## src/rtl/nand_n_bist.sv

```systemverilog
// rtl/nand_n_bist.sv - exhaustive self-test engine for an external N-input gate
//
// Steps the gate inputs x through every value 0 .. 2^N-1. Each vector is held
// for WAIT settle cycles plus one check cycle; z_obs is sampled at the end of
// the check cycle and compared with the expected reduction of the vector.
//
// Optional feature macro: NAND_BIST_MULTI_GATE_EN
//   undefined : expected function is always NAND
//   defined   : adds gate_sel[2:0], captured with start
//               (0 AND, 1 OR, 2 NAND, 3 NOR, 4 XOR, 5 XNOR, 6/7 NAND)
//
// Ports:
//   clk           in   clock, rising edge
//   rst           in   asynchronous active-high reset
//   start         in   begin a run; only honoured while idle
//   gate_sel      in   [2:0] expected-function select (feature macro only)
//   z_obs         in   output of the gate under test
//   x             out  [N-1:0] stimulus vector to the gate inputs
//   busy          out  run in progress
//   done          out  run finished; held until the next accepted start
//   pass          out  valid with done; 1 = no mismatches in the run
//   err_count     out  [ERR_W-1:0] mismatches in the last run, saturating
//   first_err_vec out  [N-1:0] vector of the first mismatch
module nand_n_bist #(
  parameter int N     = 2,
  parameter int WAIT  = 1,
  parameter int ERR_W = 8
) (
  input  logic             clk,
  input  logic             rst,
  input  logic             start,
`ifdef NAND_BIST_MULTI_GATE_EN
  input  logic [2:0]       gate_sel,
`endif
  input  logic             z_obs,
  output logic [N-1:0]     x,
  output logic             busy,
  output logic             done,
  output logic             pass,
  output logic [ERR_W-1:0] err_count,
  output logic [N-1:0]     first_err_vec
);

  typedef enum logic [1:0] {
    S_IDLE,
    S_SETTLE,
    S_CHECK
  } state_t;

  // The settle counter is loaded with WAIT-1 so SETTLE spans exactly WAIT
  // cycles; with WAIT=0 the settle phase is skipped entirely.
  localparam logic [7:0]       SETTLE_LOAD = (WAIT > 0) ? 8'(WAIT - 1) : 8'd0;
  localparam state_t           RUN_STATE   = (WAIT > 0) ? S_SETTLE : S_CHECK;
  localparam logic [ERR_W-1:0] ERR_MAX     = '1;

  state_t           state_q, state_d;
  logic [N-1:0]     vec_q, vec_d;
  logic [7:0]       cnt_q, cnt_d;
  logic             busy_q, busy_d;
  logic             done_q, done_d;
  logic             pass_q, pass_d;
  logic [ERR_W-1:0] err_q, err_d;
  logic [N-1:0]     fev_q, fev_d;
  logic             exp_z;
  logic             mismatch;

`ifdef NAND_BIST_MULTI_GATE_EN
  logic [2:0] sel_q, sel_d;

  always_comb begin
    exp_z = ~&vec_q;
    case (sel_q)
      3'd0:    exp_z = &vec_q;
      3'd1:    exp_z = |vec_q;
      3'd3:    exp_z = ~|vec_q;
      3'd4:    exp_z = ^vec_q;
      3'd5:    exp_z = ~^vec_q;
      default: exp_z = ~&vec_q;
    endcase
  end
`else
  assign exp_z = ~&vec_q;
`endif

  assign mismatch = (z_obs != exp_z);

  always_comb begin
    state_d = state_q;
    vec_d   = vec_q;
    cnt_d   = cnt_q;
    busy_d  = busy_q;
    done_d  = done_q;
    pass_d  = pass_q;
    err_d   = err_q;
    fev_d   = fev_q;
`ifdef NAND_BIST_MULTI_GATE_EN
    sel_d   = sel_q;
`endif
    case (state_q)
      S_IDLE: begin
        if (start) begin
          vec_d   = '0;
          err_d   = '0;
          fev_d   = '0;
          done_d  = 1'b0;
          pass_d  = 1'b0;
          busy_d  = 1'b1;
          cnt_d   = SETTLE_LOAD;
          state_d = RUN_STATE;
`ifdef NAND_BIST_MULTI_GATE_EN
          sel_d   = gate_sel;
`endif
        end
      end
      S_SETTLE: begin
        if (cnt_q == 8'd0) begin
          state_d = S_CHECK;
        end else begin
          cnt_d = cnt_q - 8'd1;
        end
      end
      S_CHECK: begin
        if (mismatch) begin
          if (err_q != ERR_MAX) begin
            err_d = err_q + 1'b1;
          end
          // err_count never returns to zero within a run, so a zero count
          // marks the first mismatch even after saturation.
          if (err_q == '0) begin
            fev_d = vec_q;
          end
        end
        // Termination on all-ones avoids relying on the counter wrapping.
        if (&vec_q) begin
          busy_d  = 1'b0;
          done_d  = 1'b1;
          pass_d  = (err_q == '0) && !mismatch;
          state_d = S_IDLE;
        end else begin
          vec_d   = vec_q + 1'b1;
          cnt_d   = SETTLE_LOAD;
          state_d = RUN_STATE;
        end
      end
      default: state_d = S_IDLE;
    endcase
  end

  always_ff @(posedge clk or posedge rst) begin
    if (rst) begin
      state_q <= S_IDLE;
      vec_q   <= '0;
      cnt_q   <= '0;
      busy_q  <= 1'b0;
      done_q  <= 1'b0;
      pass_q  <= 1'b0;
      err_q   <= '0;
      fev_q   <= '0;
`ifdef NAND_BIST_MULTI_GATE_EN
      sel_q   <= '0;
`endif
    end else begin
      state_q <= state_d;
      vec_q   <= vec_d;
      cnt_q   <= cnt_d;
      busy_q  <= busy_d;
      done_q  <= done_d;
      pass_q  <= pass_d;
      err_q   <= err_d;
      fev_q   <= fev_d;
`ifdef NAND_BIST_MULTI_GATE_EN
      sel_q   <= sel_d;
`endif
    end
  end

  assign x             = vec_q;
  assign busy          = busy_q;
  assign done          = done_q;
  assign pass          = pass_q;
  assign err_count     = err_q;
  assign first_err_vec = fev_q;

endmodule
```

## config.mk

```make
export PLATFORM = sky130hd
export DESIGN_NAME = nand_n_bist
export DESIGN_NICKNAME = d
export VERILOG_FILES = /design/src/rtl/nand_n_bist.sv
export SDC_FILE = /design/constraint.sdc
export NUM_CORES = 1
export LEC_CHECK = 0
export CORE_ASPECT_RATIO = 0.5
export CORE_UTILIZATION = 30
export DETAILED_ROUTE_END_ITERATION = 12
export HOLD_SLACK_MARGIN = 0.12
export PLACE_DENSITY = 0.54
export SYNTH_ARGS = -nofsm -noshare
export SYNTH_HDL_FRONTEND = slang
export SYNTH_SLANG_ARGS = --single-unit
```

## constraint.sdc

```tcl
create_clock -name clk -period 2.25 [get_ports clk]
set_input_delay 0.45 -clock clk [delete_from_list [all_inputs] [get_ports clk]]
set_output_delay 0.45 -clock clk [all_outputs]
set_load 0.1 [all_outputs]
```

==> results of run 1 <==
[cells in the mapped netlist (4+ instances only)]
cell type	instances	area [µm²]
a22o_1	4	35.0
dfrtp_1	25	626
nor2_1	7	26.3
ha_1	5	62.6
nand2_1	15	56.3
nor3_1	4	20.0
inv_1	7	26.3
nand3_1	11	55.1
a21oi_1	5	25.0
mux2i_1	10	100
nand2b_1	4	25.0
[stage by stage]
step	total power (µW)	utilization, %	setup slack [ns]	area, µm²	instances
after global routing	803	38.6	0.234	1750	233
after global placement	514	37.6	0.221	1700	229
final	774	38.6	0.403	1750	233
after floorplan	496	-	0.0974	1470	144
after CTS	790	38.6	0.381	1750	233
after detailed placement	514	37.6	0.241	1700	229
[registers in the layout, indices dropped and copies added (netlist names)]
register / count
cnt_q: 8
err_count: 8
first_err_vec: 2
state_q: 2
x: 2
busy: 1
done: 1
pass: 1
[worst max path at each step]
stage,depth (start not counted),startpoint,to
finish,5,x[0],err_count[7]
global route,5,x[0],err_count[7]
CTS,5,x[0],err_count[7]
detailed placement,5,start,err_count[7]
global placement,6,start,err_count[1]
floorplan,4,err_count[2],err_count[7]
[area by class of cell]
| class | instances | share of cell area, % |
|---|---|---|
| multi-input combinational | 108 | 44.8 |
| sequential | 25 | 36.1 |
| timing repair buffer | 23 | 10.3 |
| tap | 66 | 4.72 |
| clock buffer | 4 | 2.58 |
| inverter | 7 | 1.50 |
[metal layers]
| layer | share of wire (%) | wire length (µm) | vias up | GRT usage [%] |
|---|---|---|---|---|
| li1 | - | - | 569 | - |
| met1 | 54 | 1680 | 550 | 18.2 |
| met2 | 42 | 1300 | 17 | 21.5 |
| met3 | 2.8 | 87 | 2 | 2.87 |
| met4 | 0.78 | 24 | 0 | 2.90 |
| met5 | 0 | 0 | - | 0 |
[worst reg2reg max path, delay by kind of cell (launching register included)]
kind / cells / cell delay, ns
AND/OR/NAND/NOR: 1 / 0.52
AO/OA/AOI/OAI: 2 / 0.28
adder cells (fa/ha/maj): 1 / 0.29
XOR/XNOR: 1 / 0.25
flip-flops: 1 / 0.45
[kinds of logic (layout without fill, tap and decap cells)]
logic type / Yosys count / after routing / synth area share [%]
AND/OR/NAND/NOR: 63 / 63 / 25.0
AO/OA/AOI/OAI: 26 / 26 / 13.9
flip-flops: 25 / 25 / 42.8
multiplexers: 13 / 13 / 9.42
buffers and inverters: 11 / 34 / 3.51
adder cells (fa/ha/maj): 5 / 5 / 4.28
XOR/XNOR: 1 / 1 / 1.11
[placed cells by master (no fill, tap or decap), types with 3 or more instances in the layout]
master	count
clkbuf_8	3
clkdlybuf4s50_1	3
or2_2	3
a22o_1	4
o41ai_1	3
inv_1	7
nor2_1	7
buf_4	20
nand2b_1	4
nor4b_1	3
dfrtp_1	21
nor3_1	4
o211ai_1	3
mux2i_1	10
dfrtp_2	4
nand3_1	11
ha_1	5
a21oi_1	5
nand2_1	15
[power breakdown]
group / total [µW] / switching [µW] / internal [µW]
Sequential: 454 / 2.97 / 452
Combinational: 49.5 / 35.2 / 14.3
Clock: 270 / 143 / 127
==> results.txt, run 1 <==
first-pass GRT wire length: 5.34 mm
min cycle time layout: 1.85 ns
library cells used by synthesis: 45
P&R area growth vs syn: 19.7%
Max-slew headroom: 65.5%
final cycle utilization of the critical path: 82.1%
biggest cell delay along the critical path: 0.52 ns
class of the worst hold path: input port to asynchronous set/reset pin
drt pass-1 iters: 4
register area share after synthesis: 42.8%
async set or reset register ratio after synthesis: 100%
clock tree buffer depth: 2
Pwr per Cell Area: 443 nW/µm²
Die Ht: 51.4 µm
Worst Path Arrival: 2.05 ns
gp weighted congestion: 0.789
fin. max-slew vios: 0
share of cells above drive strength 1: 25.1%
Row Count: 17
CTS tree: yes
Peak VDD IR: 0.000223 V
Synth Instances: 144
worst path bufs/invs: 0
DP HPWL: 2.27 mm
Post-synth EDFFs: 0
CTS buffer count: 3
ant diodes: 0
Syn Nets: 153
worst-case reg-to-reg path depth: 5
area taken by multi-input logic gates: 785 µm²
Nets: 177
drc violations: 0
Gates resized, CTS repair: 0
critical path, cell by cell: ha_1 > xnor2_2 > a21oi_2 > or4b_1 > a21oi_1
largest net degree at the start of global routing: 14
Max Cap Viol: 0
kind of end point of the critical path: register
CP Class: register to register
Die Wd: 101 µm
Placeable Area: 4530 µm²
antenna violations before repair: 0
Synth Flop Type: dfrtp_1
Wirelength per Cell: 13.2 µm
Final Hold Fails: 0
Worst setup SP type: register
RSZ-0062 raised after global routing: false
clk_skew: 0.0118 ns
R2R Setup Slk: 0.40 ns
CP top delay family: simple AND/OR/NAND/NOR gates
Vias: 1,138
Detail Route Antenna Nets: 0
setup TNS: 0 ns
outcome: completed
Layout fillers: 475
Die Footprint: 5170 µm²
CTS root buffer: clkbuf_8
vias per cell: 4.88
Starting Density: 32.3%
Syn Area/Cell: 10.1 µm²
IO Count: 19
Slowest-stage cell, CP: or4b_1
WL final: 3.09 mm
htree depth: 1
Crit path required time: 2.46 ns
worst reg2reg path endpoint: err_count[7]
YS warnings: 0
FMAX: 542 MHz
storage element area: 631 µm²
hold buffer count at CTS: 0
Setup Fix Bufs, Post-CTS: 0
1st-iter DRT viols: 41
Setup violations, final: 0
worst skew pair latency: 0.27 ns
Yosys reg bits: 25
FF-to-FF Start: x[0]
clk slew on worst S/H paths: 0.09 ns
Pleak: 0.000777 µW
CTS sink count: 25
slew at the pin closest to its max-slew limit: 0.513 ns
I/O Buffers: 18
Cell Area, Synth: 1460 µm²
worst-path fanout max: 6
Global Route Usage Sum: 13.3%
final hold slack: 0.445 ns
grt ovf: 0
vias in the first global route: 1,122
No activity file was read; power rests on OpenSTA's default activity.
==> run 2: changes to the inputs <==
--- a/config.mk
+++ b/config.mk
@@ -9,7 +9,7 @@
 export CORE_UTILIZATION = 30
 export DETAILED_ROUTE_END_ITERATION = 12
 export HOLD_SLACK_MARGIN = 0.12
-export PLACE_DENSITY = 0.54
+export PLACE_DENSITY = 0.55
 export SYNTH_ARGS = -nofsm -noshare
 export SYNTH_HDL_FRONTEND = slang
 export SYNTH_SLANG_ARGS = --single-unit
==> constraint.sdc (replaced) <==
create_clock -name clk -period 1.5 [get_ports clk]
set_input_delay 0.3 -clock clk [delete_from_list [all_inputs] [get_ports clk]]
set_output_delay 0.3 -clock clk [all_outputs]
set_load 0.1 [all_outputs]
==> results.txt, run 2 (synthesis gave the netlist of run 1 again) <==
largest net degree at the start of global routing: 26 (+12)
grt ovf: 0 (unchanged)
RSZ-0062 raised after global routing: true
htree depth: 1 (unchanged)
Die Ht: 51.4 µm (unchanged)
clock tree buffer depth: 2 (unchanged)
Detail Route Antenna Nets: 0 (unchanged)
Die Wd: 101 µm (unchanged)
FMAX: 571 MHz (+5.4%)
commonest non-fill, non-tap cell in the layout: buf_4
Worst setup SP type: register
setup TNS: -1.58 ns (-1.58 ns)
vias in the first global route: 1,315 (+17%)
IO Count: 19 (unchanged)
Pwr per Cell Area: 469 nW/µm² (+6.0%)
failing checks: negative setup slack
share of cells above drive strength 1: 55.7% (+31 points)
outcome: finished, violations left
Layout fillers: 385 (-19%)
most frequent cells in the layout: buf_4 (40), buf_12 (16), dfrtp_1 (13)
antenna violations before repair: 0 (unchanged)
Final Cell Area: 2530 µm² (+45%)
drt pass-1 iters: 4 (unchanged)
ant diodes: 0 (unchanged)
Row Count: 17 (unchanged)
Setup violations, final: 14 (+14)
min cycle time layout: 1.75 ns (-0.0954 ns)
CTS root buffer: clkbuf_8
Top Layer Used: met4
I/O Buffers: 18 (unchanged)
final hold slack: 0.381 ns (-0.0637 ns)
clk_skew: 0.00732 ns (-0.00443 ns)
WL met2: 1.76 mm (+36%)
Pleak: 0.00108 µW (+39%)
worst setup margin: -0.251 ns (-0.655 ns)
met3 WL post-DR: 151 µm (+74%)
CP Class: register to register
Vias: 1,345 (+18%)
vias per cell: 4.84 (-0.94%)
Wirelength per Cell: 13.7 µm (+3.1%)
clk slew on worst S/H paths: 0.09 ns (about the same)
kind of end point of the critical path: register
hold buffer count at CTS: 0 (unchanged)
DP Area: 2240 µm² (+31%)
DP HPWL: 2.74 mm (+21%)
final cycle utilization of the critical path: 117% (+35 points)
Starting Density: 32.3% (unchanged)
Die Footprint: 5170 µm² (unchanged)
gp weighted congestion: 0.846 (+7.3%)
M1 WL: 1.83 mm (+8.9%)
CTS sink count: 25 (unchanged)
first-pass GRT wire length: 6.11 mm (+14%)
P&R area growth vs syn: 73.4%
worst-path fanout max: 2 (-4)
Peak VDD IR: 0.000260 V (+16%)
slew at the pin closest to its max-slew limit: 0.341 ns (-0.173 ns)
1st-iter DRT viols: 47 (+15%)
Worst Path Arrival: 1.91 ns (-0.14 ns)
drc violations: 0 (unchanged)
Max Cap Viol: 0 (unchanged)
Max-slew headroom: 77.3% (+12 points)
Nets: 222 (+25%)
Final Hold Fails: 0 (unchanged)
Crit path required time: 1.66 ns (-0.80 ns)
Placeable Area: 4530 µm² (unchanged)
WL final: 3.80 mm (+23%)
CTS buffer count: 3 (unchanged)
fin. max-slew vios: 0 (unchanged)
worst skew pair latency: 0.27 ns (about the same)
CTS tree: yes
Global Route Usage Sum: 15.5% (+2.3 points)
class of the worst hold path: input port to asynchronous set/reset pin
## run 2: cell types whose count changed in the layout (fill, tap and decap cells not counted), moves of 4 or more
cell     before  now
dfrtp_2       4    8
buf_6         0    9
buf_4        20   40
buf_12        0   16
dfrtp_1      21   13
dfrtp_4       0    4
## run 2: area by class of cell
type | count | area (µm²) | area share (%)
Multi-Input combinational cell | 108 | 977 | 38.6
Sequential cell | 25 | 651 | 25.7
Inverter | 7 | 26.3 | 1.04
Timing Repair Buffer | 68 | 752 | 29.7
Tap cell | 66 | 82.6 | 3.26
Clock buffer | 4 | 45.0 | 1.78
## run 2: where the power goes
part           switching [µW]  total (µW)  internal, µW
Sequential               4.44         682           677
Clock                     219         409           190
Combinational            60.7        97.6          36.9
## run 2: what timing repair did
action                     in CTS  in global routing
resized for setup              19                 21
setup buffers                   4                  4
setup endpoints to repair      15                 22
pin swaps                      11                  5
## run 2: per-stage QoR
stage	power, µW	util (%)	setup WS [ns]	cells
floorplan	746	-	-0.362	144
global placement	787	49.4	-0.327	266
detailed placement	788	49.4	-0.375	266
CTS	1210	53.2	-0.260	274
global route	1240	55.9	-0.321	278
finish	1190	55.9	-0.251	278
## run 2: layer usage
metal  up-vias  global-route usage, %
met5         -                      0
met4         0                   3.62
met1       646                   21.5
li1        663                      -
met2        30                   24.9
met3         6                   3.28
## run 2: critical path, cell delays in order, from the launching register on
cell and delay (ns):
dfrtp_1 0.39, inv_1 0.08, ha_1 0.15, or4b_4 0.49
o21ai_4 0.16, nand2_2 0.09, mux2_4 0.29
## run 2: worst paths after layout
kind,from,cells after the start,slack [ns],to
hold reg to reg,cnt_q[0],2,0.56,cnt_q[0]
min in group clk,cnt_q[0],2,0.56,cnt_q[0]
setup reg to reg,cnt_q[1],6,-0.25,cnt_q[1]
setup / recovery,cnt_q[1],6,-0.25,cnt_q[1]
hold / removal,rst,3,0.38,cnt_q[2]
max in group asynchronous,rst,3,0.83,x[0]
==> run 3: changes to the inputs <==
--- a/config.mk
+++ b/config.mk
@@ -7,8 +7,10 @@
 export LEC_CHECK = 0
 export CORE_ASPECT_RATIO = 0.5
 export CORE_UTILIZATION = 30
+export CTS_CLUSTER_SIZE = 20
 export DETAILED_ROUTE_END_ITERATION = 12
 export HOLD_SLACK_MARGIN = 0.12
+export MAX_ROUTING_LAYER = met4
 export PLACE_DENSITY = 0.55
 export SYNTH_ARGS = -nofsm -noshare
 export SYNTH_HDL_FRONTEND = slang
==> results.txt, run 3 (synthesis gave the netlist of run 1 again) <==
final hold slack: 0.381 ns (+0.0000260 ns)
worst setup margin: -0.251 ns (unchanged)
final cycle utilization of the critical path: 117% (unchanged)
Slowest-stage cell, CP: or4b_4
CP startpoint: cnt_q[1]
CTS root buffer: clkbuf_8
Pleak: 0.00108 µW (unchanged)
FMAX: 571 MHz (unchanged)
1st-iter DRT viols: 47 (unchanged)
IO Count: 19 (unchanged)
gp weighted congestion: 0.860 (+1.6%)
first-pass GRT wire length: 6.11 mm (unchanged)
Final Hold Fails: 0 (unchanged)
critical path, cell by cell: inv_1 > ha_1 > or4b_4 > o21ai_4 > nand2_2 > mux2_4
htree depth: 1 (unchanged)
FF-to-FF Start: cnt_q[1]
Max-slew headroom: 77.3% (about the same)
Peak VDD IR: 0.000260 V (about the same)
clock tree buffer depth: 2 (unchanged)
share of cells above drive strength 1: 55.7% (unchanged)
Setup violations, final: 14 (unchanged)
switching power total: 284 µW (about the same)
CTS tree: yes
most frequent cells in the layout: buf_4 (40), buf_12 (16), dfrtp_1 (13)
RSZ-0062 raised after global routing: true
share of power burned in registers: 57.4% (about the same)
vias per cell: 4.83 (about the same)
Die Ht: 51.4 µm (unchanged)
clk_skew: 0.00732 ns (-0.00000888 ns)
CTS sink count: 25 (unchanged)
Row Count: 17 (unchanged)
CP Class: register to register
class of the worst hold path: input port to asynchronous set/reset pin
I/O Buffers: 18 (unchanged)
Nets: 222 (unchanged)
Detail Route Antenna Nets: 0 (unchanged)
Worst Path Arrival: 1.91 ns (about the same)
Vias: 1,344 (-0.074%)
drt pass-1 iters: 4 (unchanged)
Layout fillers: 385 (unchanged)
WL final: 3.80 mm (+0.16%)
ant diodes: 0 (unchanged)
Worst setup SP type: register
commonest non-fill, non-tap cell in the layout: buf_4
kind of end point of the critical path: register
Die Footprint: 5170 µm² (unchanged)
worst path bufs/invs: 1 (unchanged)
Global Route Usage Sum: 16.0% (+0.44 points)
CP top delay family: simple AND/OR/NAND/NOR gates
DP Area: 2240 µm² (unchanged)
Starting Density: 32.3% (unchanged)
outcome: finished, violations left
failing checks: negative setup slack
Final Non-Filler Cells: 278 (unchanged)
vias in the first global route: 1,315 (unchanged)
Clock power frac: 34.4% (about the same)
min cycle time layout: 1.75 ns (unchanged)
Max Cap Viol: 0 (unchanged)
Final Cell Area: 2530 µm² (unchanged)
biggest cell delay along the critical path: 0.49 ns (about the same)
Crit path required time: 1.66 ns (about the same)
slew at the pin closest to its max-slew limit: 0.341 ns (+0.0000433 ns)
DP HPWL: 2.74 mm (unchanged)
CTS buffer count: 3 (unchanged)
grt ovf: 0 (unchanged)
cell count after placement: 266 (unchanged)
Wirelength per Cell: 13.7 µm (+0.16%)
Net Sw Frac: 23.9% (about the same)
Placeable Area: 4530 µm² (unchanged)
worst-path fanout max: 2 (unchanged)
antenna violations before repair: 0 (unchanged)
internal power: 905 µW (unchanged)
worst slack, placed: -0.375 ns (unchanged)
Die Wd: 101 µm (unchanged)
Pwr per Cell Area: 469 nW/µm² (about the same)
drc violations: 0 (unchanged)
combinational power share: 8.2% (about the same)
fin. max-slew vios: 0 (unchanged)
worst skew pair latency: 0.27 ns (about the same)
P&R area growth vs syn: 73.4% (unchanged)
clk slew on worst S/H paths: 0.09 ns (about the same)
largest net degree at the start of global routing: 26 (unchanged)
## run 3: layout make-up
class                      instances  area (µm²)  share of cell area [%]
timing repair buffer              68         752                    29.7
clock buffer                       4        45.0                    1.78
sequential                        25         651                    25.7
tap                               66        82.6                    3.26
inverter                           7        26.3                    1.04
multi-input combinational        108         977                    38.6
## run 3: power groups by stage
stage	Combinational, µW	Sequential, µW	Clock, µW
global placement	91.9	695	0
floorplan	20.6	725	0
finish	97.6	682	409
detailed placement	92.6	695	0
CTS	94.5	682	432
global route	102	683	457
## run 3: repair_timing
item | in CTS | in global routing
hold buffers | 0 | 0
pin swaps | 11 | 5
buffers inserted | 4 | 4
resized for setup | 19 | 21
endpoints found under the setup margin | 15 | 22
hold endpoints to repair | 0 | 0
## run 3: worst reg2reg max path: stages (launching register included)
cell and delay (ns):
dfrtp_1 0.39, inv_1 0.08, ha_1 0.15, or4b_4 0.49
o21ai_4 0.16, nand2_2 0.09, mux2_4 0.29
## run 3: path summary, 6_finish.rpt
| kind | depth (start not counted) | end | slack, ns |
|---|---|---|---|
| setup / recovery | 6 | cnt_q[1] | -0.25 |
| hold / removal | 3 | cnt_q[2] | 0.38 |
| setup reg to reg | 6 | cnt_q[1] | -0.25 |
| hold reg to reg | 2 | cnt_q[0] | 0.56 |
| max in group asynchronous | 3 | x[0] | 0.83 |
| min in group clk | 2 | cnt_q[0] | 0.56 |
## run 3: metal layers
layer / GRT usage, % / share of wire (%) / wire length, µm / vias up
li1: - / - / - / 662
met1: 21.5 / 48 / 1840 / 650
met2: 24.9 / 46 / 1760 / 26
met3: 3.28 / 3.7 / 141 / 6
met4: 3.62 / 1.5 / 57 / 0
met5: - / 0 / 0 / -
## run 3: through the flow
stage	utilization [%]	TNS, ns	total power (µW)
2_1_floorplan	-	-3.23	746
3_3_place_gp	49.4	-4.97	787
3_5_place_dp	49.4	-5.45	788
4_1_cts	53.2	-1.49	1210
5_1_grt	55.9	-2.53	1240
6_report	55.9	-1.58	1190
